`src/rtl/next_pc_unit_if.sv`:
```
// next_pc_unit_if: signal bundle between control/ALU-compare logic and the
// next-PC unit. The master drives next-PC controls; the slave (the PC unit)
// returns the registered fetch address, link and trap status.
// Optional macro NEXT_PC_REDIRECT_COUNT_EN adds redirect_count_o.
interface next_pc_unit_if #(
    parameter int NBITS     = 32,
    parameter int IMM_WIDTH = 21
) ();
    logic                 stall_i;
    logic [1:0]           mode_i;
    logic                 branch_taken_i;
    logic [NBITS-1:0]     rs1_i;
    logic [IMM_WIDTH-1:0] imm_i;
    logic                 trap_ack_i;
    logic [NBITS-1:0]     pc_o;
    logic                 fetch_valid_o;
    logic [NBITS-1:0]     link_o;
    logic                 redirect_o;
    logic                 misalign_o;
    logic [NBITS-1:0]     bad_addr_o;
`ifdef NEXT_PC_REDIRECT_COUNT_EN
    logic [NBITS-1:0]     redirect_count_o;
`endif

`ifdef NEXT_PC_REDIRECT_COUNT_EN
    modport master (
        output stall_i, mode_i, branch_taken_i, rs1_i, imm_i, trap_ack_i,
        input  pc_o, fetch_valid_o, link_o, redirect_o, misalign_o, bad_addr_o,
        input  redirect_count_o
    );
    modport slave (
        input  stall_i, mode_i, branch_taken_i, rs1_i, imm_i, trap_ack_i,
        output pc_o, fetch_valid_o, link_o, redirect_o, misalign_o, bad_addr_o,
        output redirect_count_o
    );
`else
    modport master (
        output stall_i, mode_i, branch_taken_i, rs1_i, imm_i, trap_ack_i,
        input  pc_o, fetch_valid_o, link_o, redirect_o, misalign_o, bad_addr_o
    );
    modport slave (
        input  stall_i, mode_i, branch_taken_i, rs1_i, imm_i, trap_ack_i,
        output pc_o, fetch_valid_o, link_o, redirect_o, misalign_o, bad_addr_o
    );
`endif
endinterface

```
`src/rtl/next_pc_unit.sv`:
```
// next_pc_unit: registered program counter and next-PC generator.
// Computes SEQ/BRANCH/JAL/JALR targets, honours stall, captures the link
// address, and traps misaligned targets through a BOOT/RUN/TRAP FSM.
// Optional macro NEXT_PC_REDIRECT_COUNT_EN adds a wrapping redirect counter.

// Property checker for the PC unit; holds no state of its own.
module next_pc_unit_chk #(
    parameter int               NBITS       = 32,
    parameter logic [NBITS-1:0] TRAP_VECTOR = NBITS'(32'h0040_0100)
) (
    input logic             clk,
    input logic             reset,
    input logic [NBITS-1:0] pc,
    input logic             fetch_valid,
    input logic             misalign
);
    // The fetch address can never leave word alignment.
    a_pc_aligned: assert property (@(posedge clk) disable iff (!reset)
        pc[1:0] == 2'b00);

    // A pending trap never coincides with a valid fetch.
    a_trap_no_fetch: assert property (@(posedge clk) disable iff (!reset)
        !(misalign && fetch_valid));

    // While a trap is pending the PC sits on the trap vector.
    a_trap_pc: assert property (@(posedge clk) disable iff (!reset)
        misalign |-> (pc == TRAP_VECTOR));
endmodule

module next_pc_unit #(
    parameter int               NBITS       = 32,
    parameter int               IMM_WIDTH   = 21,
    parameter logic [NBITS-1:0] RESET_PC    = NBITS'(32'h0040_0000),
    parameter logic [NBITS-1:0] TRAP_VECTOR = NBITS'(32'h0040_0100)
) (
    input logic             clk,
    input logic             reset,
    next_pc_unit_if.slave   bus
);
    typedef enum logic [1:0] {
        ST_BOOT = 2'b00,
        ST_RUN  = 2'b01,
        ST_TRAP = 2'b10
    } state_e;

    typedef enum logic [1:0] {
        MODE_SEQ    = 2'b00,
        MODE_BRANCH = 2'b01,
        MODE_JAL    = 2'b10,
        MODE_JALR   = 2'b11
    } mode_e;

    localparam logic [NBITS-1:0] PC_STEP   = NBITS'(32'd4);
    localparam logic [NBITS-1:0] JALR_MASK = {{(NBITS-1){1'b1}}, 1'b0};

    // Two's-complement widening of the immediate to datapath width.
    function automatic logic [NBITS-1:0] sign_ext(input logic [IMM_WIDTH-1:0] imm);
        return {{(NBITS-IMM_WIDTH){imm[IMM_WIDTH-1]}}, imm};
    endfunction

    state_e           state_q, state_d;
    logic [NBITS-1:0] pc_q, pc_d;
    logic [NBITS-1:0] link_q, link_d;
    logic [NBITS-1:0] bad_addr_q, bad_addr_d;
    logic             redirect_q, redirect_d;
    logic             misalign_q, misalign_d;
    logic             fetch_valid_q, fetch_valid_d;
`ifdef NEXT_PC_REDIRECT_COUNT_EN
    logic [NBITS-1:0] redirect_count_q, redirect_count_d;
`endif

    logic [NBITS-1:0] simm_s;
    logic [NBITS-1:0] seq_pc_s;
    logic [NBITS-1:0] target_s;
    logic             nonseq_s;
    logic             is_jump_s;

    // Target selection: every mode's candidate address, wrapping arithmetic.
    always_comb begin
        simm_s    = sign_ext(bus.imm_i);
        seq_pc_s  = pc_q + PC_STEP;
        target_s  = seq_pc_s;
        nonseq_s  = 1'b0;
        is_jump_s = 1'b0;
        case (bus.mode_i)
            MODE_SEQ: begin
                target_s = seq_pc_s;
            end
            MODE_BRANCH: begin
                if (bus.branch_taken_i) begin
                    target_s = pc_q + simm_s;
                    nonseq_s = 1'b1;
                end else begin
                    target_s = seq_pc_s;
                end
            end
            MODE_JAL: begin
                target_s  = pc_q + simm_s;
                nonseq_s  = 1'b1;
                is_jump_s = 1'b1;
            end
            MODE_JALR: begin
                target_s  = (bus.rs1_i + simm_s) & JALR_MASK;
                nonseq_s  = 1'b1;
                is_jump_s = 1'b1;
            end
            default: begin
                target_s = seq_pc_s;
            end
        endcase
    end

    // Next-state logic for the FSM, PC, link and trap status.
    always_comb begin
        state_d    = state_q;
        pc_d       = pc_q;
        link_d     = link_q;
        bad_addr_d = bad_addr_q;
        redirect_d = 1'b0;
        misalign_d = misalign_q;
        case (state_q)
            ST_BOOT: begin
                // Inputs are ignored while the fetch path comes up.
                state_d = ST_RUN;
            end
            ST_RUN: begin
                if (bus.stall_i) begin
                    state_d = ST_RUN;
                end else if (target_s[1:0] != 2'b00) begin
                    // Misaligned target: vector to the handler, keep the link.
                    pc_d       = TRAP_VECTOR;
                    bad_addr_d = target_s;
                    misalign_d = 1'b1;
                    redirect_d = 1'b1;
                    state_d    = ST_TRAP;
                end else begin
                    pc_d       = target_s;
                    redirect_d = nonseq_s;
                    if (is_jump_s) begin
                        link_d = seq_pc_s;
                    end else begin
                        link_d = link_q;
                    end
                end
            end
            ST_TRAP: begin
                // Only the handler acknowledge is observed here.
                if (bus.trap_ack_i) begin
                    misalign_d = 1'b0;
                    state_d    = ST_RUN;
                end else begin
                    state_d = ST_TRAP;
                end
            end
            default: begin
                // Unreachable encoding: fall back to a clean boot.
                state_d    = ST_BOOT;
                pc_d       = RESET_PC;
                misalign_d = 1'b0;
            end
        endcase
        fetch_valid_d = (state_d == ST_RUN);
    end

`ifdef NEXT_PC_REDIRECT_COUNT_EN
    // Redirect counter advances with every redirect pulse, traps included.
    always_comb begin
        if (redirect_d) begin
            redirect_count_d = redirect_count_q + NBITS'(32'd1);
        end else begin
            redirect_count_d = redirect_count_q;
        end
    end
`endif

    // State and output registers with asynchronous active-low reset.
    always_ff @(posedge clk or negedge reset) begin
        if (!reset) begin
            state_q          <= ST_BOOT;
            pc_q             <= RESET_PC;
            link_q           <= '0;
            bad_addr_q       <= '0;
            redirect_q       <= 1'b0;
            misalign_q       <= 1'b0;
            fetch_valid_q    <= 1'b0;
`ifdef NEXT_PC_REDIRECT_COUNT_EN
            redirect_count_q <= '0;
`endif
        end else begin
            state_q          <= state_d;
            pc_q             <= pc_d;
            link_q           <= link_d;
            bad_addr_q       <= bad_addr_d;
            redirect_q       <= redirect_d;
            misalign_q       <= misalign_d;
            fetch_valid_q    <= fetch_valid_d;
`ifdef NEXT_PC_REDIRECT_COUNT_EN
            redirect_count_q <= redirect_count_d;
`endif
        end
    end

    assign bus.pc_o          = pc_q;
    assign bus.fetch_valid_o = fetch_valid_q;
    assign bus.link_o        = link_q;
    assign bus.redirect_o    = redirect_q;
    assign bus.misalign_o    = misalign_q;
    assign bus.bad_addr_o    = bad_addr_q;
`ifdef NEXT_PC_REDIRECT_COUNT_EN
    assign bus.redirect_count_o = redirect_count_q;
`endif

    next_pc_unit_chk #(
        .NBITS       (NBITS),
        .TRAP_VECTOR (TRAP_VECTOR)
    ) u_chk (
        .clk         (clk),
        .reset       (reset),
        .pc          (pc_q),
        .fetch_valid (fetch_valid_q),
        .misalign    (misalign_q)
    );
endmodule

```
`src/flat_wrapper.sv`:
```
// flat-port wrapper written by rule: the top's interface ports become plain ports
module next_pc_unit_flat 
#(
    parameter int               NBITS       = 32,
    parameter int               IMM_WIDTH   = 21,
    parameter logic [NBITS-1:0] RESET_PC    = NBITS'(32'h0040_0000),
    parameter logic [NBITS-1:0] TRAP_VECTOR = NBITS'(32'h0040_0100)
)
  (clk, reset, bus_stall_i, bus_mode_i, bus_branch_taken_i, bus_rs1_i, bus_imm_i, bus_trap_ack_i, bus_pc_o, bus_fetch_valid_o, bus_link_o, bus_redirect_o, bus_misalign_o, bus_bad_addr_o);
  next_pc_unit_if #(.NBITS(NBITS), .IMM_WIDTH(IMM_WIDTH)) bus_i ();
  input logic clk;
  input logic reset;
  input wire logic [$bits(bus_i.stall_i)-1:0] bus_stall_i;
  input wire logic [$bits(bus_i.mode_i)-1:0] bus_mode_i;
  input wire logic [$bits(bus_i.branch_taken_i)-1:0] bus_branch_taken_i;
  input wire logic [$bits(bus_i.rs1_i)-1:0] bus_rs1_i;
  input wire logic [$bits(bus_i.imm_i)-1:0] bus_imm_i;
  input wire logic [$bits(bus_i.trap_ack_i)-1:0] bus_trap_ack_i;
  output wire logic [$bits(bus_i.pc_o)-1:0] bus_pc_o;
  output wire logic [$bits(bus_i.fetch_valid_o)-1:0] bus_fetch_valid_o;
  output wire logic [$bits(bus_i.link_o)-1:0] bus_link_o;
  output wire logic [$bits(bus_i.redirect_o)-1:0] bus_redirect_o;
  output wire logic [$bits(bus_i.misalign_o)-1:0] bus_misalign_o;
  output wire logic [$bits(bus_i.bad_addr_o)-1:0] bus_bad_addr_o;
  assign bus_i.stall_i = bus_stall_i;
  assign bus_i.mode_i = bus_mode_i;
  assign bus_i.branch_taken_i = bus_branch_taken_i;
  assign bus_i.rs1_i = bus_rs1_i;
  assign bus_i.imm_i = bus_imm_i;
  assign bus_i.trap_ack_i = bus_trap_ack_i;
  assign bus_pc_o = bus_i.pc_o;
  assign bus_fetch_valid_o = bus_i.fetch_valid_o;
  assign bus_link_o = bus_i.link_o;
  assign bus_redirect_o = bus_i.redirect_o;
  assign bus_misalign_o = bus_i.misalign_o;
  assign bus_bad_addr_o = bus_i.bad_addr_o;
  next_pc_unit #(.NBITS(NBITS), .IMM_WIDTH(IMM_WIDTH), .RESET_PC(RESET_PC), .TRAP_VECTOR(TRAP_VECTOR)) u_core (.clk(clk), .reset(reset), .bus(bus_i));
endmodule
```
`config.mk`:
```
export PLATFORM = sky130hd
export DESIGN_NAME = next_pc_unit_flat
export DESIGN_NICKNAME = d
export VERILOG_FILES = /design/src/rtl/next_pc_unit_if.sv /design/src/rtl/next_pc_unit.sv /design/src/flat_wrapper.sv
export SDC_FILE = /design/constraint.sdc
export NUM_CORES = 1
export LEC_CHECK = 0
export ABC_AREA = 1
export CAP_MARGIN = 25
export CELL_PAD_IN_SITES_DETAIL_PLACEMENT = 1
export CELL_PAD_IN_SITES_GLOBAL_PLACEMENT = 1
export CORE_UTILIZATION = 41
export CTS_CLUSTER_SIZE = 24
export DETAILED_ROUTE_END_ITERATION = 10
export GPL_TIMING_DRIVEN = 1
export PLACE_DENSITY_LB_ADDON = 0.1
export SLEW_MARGIN = 20
export SYNTH_ARGS = -nofsm -noshare
export SYNTH_HDL_FRONTEND = slang
export SYNTH_HIERARCHICAL = 1
export SYNTH_SLANG_ARGS = --single-unit
```
`constraint.sdc`:
```
create_clock -name clk -period 5.9 [get_ports clk]
set_input_delay 0.885 -clock clk [delete_from_list [all_inputs] [get_ports clk]]
set_output_delay 0.885 -clock clk [all_outputs]
set_load 0.005 [all_outputs]
```
---- After elaboration in Yosys (flattened, before gate mapping) ----
Cells that the tools add are included.
word-level totals
  register bits after elaboration ......... 101
  input port bits ......................... 60
  output and inout port bits .............. 99
  logic and storage cells ................. 51
cells by class
  add/subtract/negate cells ............... 3
  equal/unequal tests ..................... 9
  mux-type cells .......................... 19
  bitwise gates (word level) .............. 4
  reduce and logical (&&, ||, !) cells .... 9
operator list
  operator                                       number
  case mux 32 bit (4 select lines)               1
  2-to-1 mux 32 bit                              3
  adder 32 bit                                   2
  case mux 32 bit (2 select lines)               1
  adder 32 x 3 -> 32 bit, second input constant  1
  2-to-1 mux 1 bit                               8
  AND reduction 4 bit                            2
  == test 2 x 1 -> 1 bit, second input constant  3
  == test 2 bit, second input constant           3
  2-to-1 mux 2 bit                               3
  case mux 2 bit (3 select lines)                1
  zero test 2 bit                                2
  != test 2 bit, second input constant           2
  inverter 1 bit                                 4
  OR reduction 2 bit                             2
  case mux 1 bit (3 select lines)                1
  AND reduction 3 bit                            1
  != test 2 x 1 -> 1 bit, second input constant  1
  case mux 1 bit (2 select lines)                1
  AND reduction 2 bit                            1
  nonzero test 2 bit                             1

---- Depth between registers and ports, before layout ----
  word-level depth ........................ 8
  mapped depth ............................ 18
  mapped depth without buffers ............ 18

---- Worst setup path after synthesis ----
OpenSTA, ideal clock, no wires.
  path type ............................... input -> register
  start ................................... input bus_imm_i[0]
  end ..................................... register u_core.bad_addr_q[18], in the netlist u_core/bus.bad_addr_o[18]
  library setup time ...................... 0.117 ns
  arrival time ............................ 2.461 ns
  required time ........................... 5.783 ns
  slack ................................... 3.322 ns
  stages .................................. 17
  path buffers ............................ 0
  path through ............................ ha_1 inv_1 fa_1 inv_1 nand3_1 nand2_1 nand2_1 nand2_1 nand2_1 nand2_1 nand2_1 nand3_1 nand3_1 nand2_1 nand4_1 nand2_1 nand2_1
between the ends
  word-level cells in the longest chain between the ends .. 5
  elaborated cells between the ends (all ways) .. 6
  those cells by class .................... 2 x add/sub; 2 x mux; 2 x reduce/logical
ends and longest elaborated chain
  element                               line                                    source
  from (decl)                           flat_wrapper.sv:17                      input wire logic [$bits(bus_i.imm_i)-1:0] bus_imm_i;
  adder 32 bit                          next_pc_unit.sv:91, next_pc_unit.sv:98
  2-to-1 mux 32 bit                     next_pc_unit.sv:90                      if (bus.branch_taken_i) begin
  case mux 32 bit (4 select lines) *    next_pc_unit.sv:85                      case (bus.mode_i)
  nonzero test 2 bit                    next_pc_unit.sv:129                     end else if (target_s[1:0] != 2'b00) begin
  AND reduction 3 bit (no source line)  n/a
  to (signal assigned)                  next_pc_unit.sv:193                     bad_addr_q <= bad_addr_d;
  to (decl)                             next_pc_unit.sv:64                      logic [NBITS-1:0] bad_addr_q, bad_addr_d;
Every way passes the cells marked *; elsewhere a longest branch is shown, timed or not.
A chain may end at the register's enable or synchronous reset.

---- Final worst setup path ----
  start ................................... input bus_branch_taken_i
  end ..................................... register u_core.bad_addr_q[7], in the netlist u_core/bus.bad_addr_o[7]
between the ends
  word-level cells in the longest chain between the ends .. 4
ends and longest elaborated chain
  element                               line                 source
  from (decl)                           flat_wrapper.sv:15   input wire logic [$bits(bus_i.branch_taken_i)-1:0] bus_branch_taken_i;
  2-to-1 mux 32 bit *                   next_pc_unit.sv:90
  case mux 32 bit (4 select lines) *    next_pc_unit.sv:85
  nonzero test 2 bit                    next_pc_unit.sv:129
  AND reduction 3 bit (no source line)  n/a
Marks and branches as above.

==> results.json <==
{
  "timing.final.crit_period_ns": 3.82,
  "grt_max_degree": 64,
  "power_uw": 4210,
  "grt_pass1_wl_mm": 62.0,
  "ios": 159,
  "synth_top_area_share_pct": 26.4,
  "arrival_ns": 4.03,
  "synth.distinct_cells": 45,
  "viasPerCell": 5.64,
  "setup_tns_ns": 0,
  "fp.coreArea_um2": 22600,
  "synthesis.nets": 1636,
  "post-synth-top-count-cell": "nand2_1",
  "cp-start-kind": "input port",
  "utilization_pct": 51.2,
  "worstMarginPinSlew_ns": 0.865,
  "powerDensity_nw_per_um2": 363,
  "synth_area_leaders": "dfrtp_1 26%, nand2_1 22%, ha_1 8.2%",
  "setup_viol": 0,
  "vdd_ir_drop_max_v": 0.000191,
  "drc_errors": 0,
  "drt_pass1_iterations": 5,
  "cpPeakStageDelay_ns": 0.60,
  "yosys_register_bits": 101,
  "via_count": 11000,
  "htree_num_levels": 3,
  "grt_setup_unrepaired": "no",
  "crit_type": "input port to flop",
  "drive_gt1_share_pct": 4.14,
  "clock.fmax_mhz": 261,
  "synth_edf_count": 0,
  "die_h_um": 154,
  "cts-root-buf": "clkbuf_16",
  "clock_latency_ns": 0.36,
  "dieArea_um2": 23700,
  "required_ns": 6.10,
  "grt-ovfl-total": 0,
  "syn_avg_cell_area_um2": 6.27,
  "status": "completed",
  "grt_pass1_vias": 11100,
  "yosysWarnings": 6,
  "p_leak_uw": 0.00578,
  "hold_violations": 0,
  "grt_usage_pct": 34.3,
  "synth_common_cells": "556 x nand2_1, 179 x inv_1, 125 x nand3_1",
  "clock_skew_ns": 0.0143,
  "cap_violations": 0,
  "rows": 55,
  "synthFlopType": "dfrtp_1",
  "first_iter_violations": 695,
  "start_util_pct": 41.8,
  "post_drt_wl_per_cell_um": 20.7,
  "clk_transition_reported_paths_ns": 0.08,
  "cts_sinks": 101,
  "syn_inst": 1512,
  "holdWs_ns": 0.482,
  "hold_class": "flop to flop",
  "hpwlAfterDp_mm": 33.5,
  "drt-total-wl_mm": 40.3,
  "synth_top_area_cell": "dfrtp_1",
  "crit_path_max_fanout": 37,
  "die_width_um": 154,
  "ys_seq_area_share_pct": 26.7,
  "nets": 1785,
  "syn_area_um2": 9470,
  "post-route-period-util_pct": 64.8,
  "numCtsBuffers": 9,
  "clockBufferDepth": 2,
  "path_cells": "clkdlybuf4s50_1 > inv_1 > nor2_4 > inv_4 > nand2_4 > nand2_2 > inv_2 > nand2_2 > o21ai_2 > nor2_8 > nor2_8 > inv_2 > nand2_1 > o21ai_0",
  "slew_viol_final": 0,
  "postCtsHoldBufs": 0,
  "port_buffers": 158,
  "tritoncts": "yes",
  "finalWeightedCongestion": 1.01,
  "worstSetupEndpointType": "flop",
  "post_cts.repair.setup_buffers": 0,
  "drtAntennaViolNets": 0,
  "area_delta_synth_final_pct": 22.4,
  "grt_antenna_before_repair": 4,
  "max_slew_margin_pct": 41.9,
  "fill_cells": 3058,
  "async_flop_share_pct": 100,
  "crit_slowest_cell": "clkdlybuf4s50_1",
  "cts_resized": 0
}
through the flow:
| step | setup WS [ns] | instances | area (um2) |
|---|---|---|---|
| global placement | 1.62 | 1934 | 11300 |
| global route | 1.83 | 1952 | 11600 |
| detailed placement | 1.76 | 1935 | 11300 |
| CTS | 2.12 | 1951 | 11600 |
| floorplan | 3.32 | 1512 | 9470 |
| finish | 2.08 | 1952 | 11600 |
cell usage in the layout (no fill, tap or decap), types with 3 or more instances in the layout:
cell and count:
nor3_1 31, nand2_4 3, buf_4 4, or2_2 8
o21ai_1 9, o22ai_1 5, xnor2_1 6, o211ai_1 7
inv_1 179, nand3_1 125, o21bai_1 11, inv_4 3
a21oi_1 92, o21ai_2 20, a21o_1 3, o221ai_1 4
o21ai_0 61, ha_1 62, inv_2 5, nand2_1 556
nand3b_1 16, nor2_8 3, dfrtp_1 100, clkdlybuf4s50_1 157
nor2_1 118, nand4_1 22, xor2_1 17, clkbuf_16 9
cell type report:
type / count / area (um2) / share of cell area, %
diodes: 1 / 2.50 / 0.0216
clock buffers: 9 / 225 / 1.94
clock inverters: 7 / 67.6 / 0.583
inverters: 188 / 713 / 6.15
multi-input cells: 1199 / 6090 / 52.5
flip-flops and latches: 101 / 2530 / 21.8
well taps: 285 / 357 / 3.08
repair buffers: 162 / 1610 / 13.9
per-layer routing:
layer  track usage, %  part of all wire (%)  vias to the layer above  wire (um)
met1             43.8                    43                     5297      17500
li1                 -                     -                     5233          -
met5                0                 0.084                        -         34
met2             57.2                    46                      376      18700
met3             5.24                   6.0                      104       2440
met4             15.0                   4.3                        6       1730
worst paths after layout:
kind                                                         to  slack, ns  depth (start not counted)                         startpoint
setup / recovery           u_core/bus.bad_addr_o[7]$_DFFE_PN0P_       2.08                         14                 bus_branch_taken_i
hold / removal                u_core/bus.link_o[16]$_DFFE_PN0P_       0.48                          2  u_core/bus.link_o[16]$_DFFE_PN0P_
setup reg to reg                u_core/bus.pc_o[26]$_DFFE_PN0P_       2.98                         17     u_core/bus.pc_o[0]$_DFFE_PN0P_
hold reg to reg               u_core/bus.link_o[16]$_DFFE_PN0P_       0.48                          2  u_core/bus.link_o[16]$_DFFE_PN0P_
max in group asynchronous       u_core/bus.pc_o[27]$_DFFE_PN0P_       4.17                          2                              reset
min in group asynchronous    u_core/bus.fetch_valid_o$_DFF_PN0_       0.50                          1                              reset
worst max-delay path, delay by kind of cell:
kind / cells / cell delay (ns)
buffers and inverters: 5 / 1.59
and+or+nand+nor: 7 / 1.29
AOI/OAI and AO/OA: 2 / 0.25
cell families (layout without fill, tap and decap cells):
| group | after synthesis | in the layout | share of synthesized area (%) |
|---|---|---|---|
| AOI/OAI and AO/OA | 221 | 221 | 13.6 |
| xor gates and xnor gates | 23 | 23 | 2.13 |
| adders and majority gates | 64 | 64 | 8.61 |
| buffers and inverters | 212 | 366 | 9.05 |
| DFF | 101 | 101 | 26.7 |
| other | 0 | 1 | 0 |
| and+or+nand+nor | 891 | 891 | 39.9 |
sequential cells by signal, summed over array words and instances (netlist names):
register,count
u_core/bus.misalign_o,1
u_core/bus.link_o,32
u_core/bus.pc_o,32
u_core/state_q,2
u_core/bus.bad_addr_o,32
u_core/bus.redirect_o,1
u_core/bus.fetch_valid_o,1
where the power goes:
group	switching, uW	internal [uW]
Clock	300	297
Combinational	1320	1010
Sequential	320	963
Total	1940	2270
Note: power is estimated with default switching activity, not from simulation.
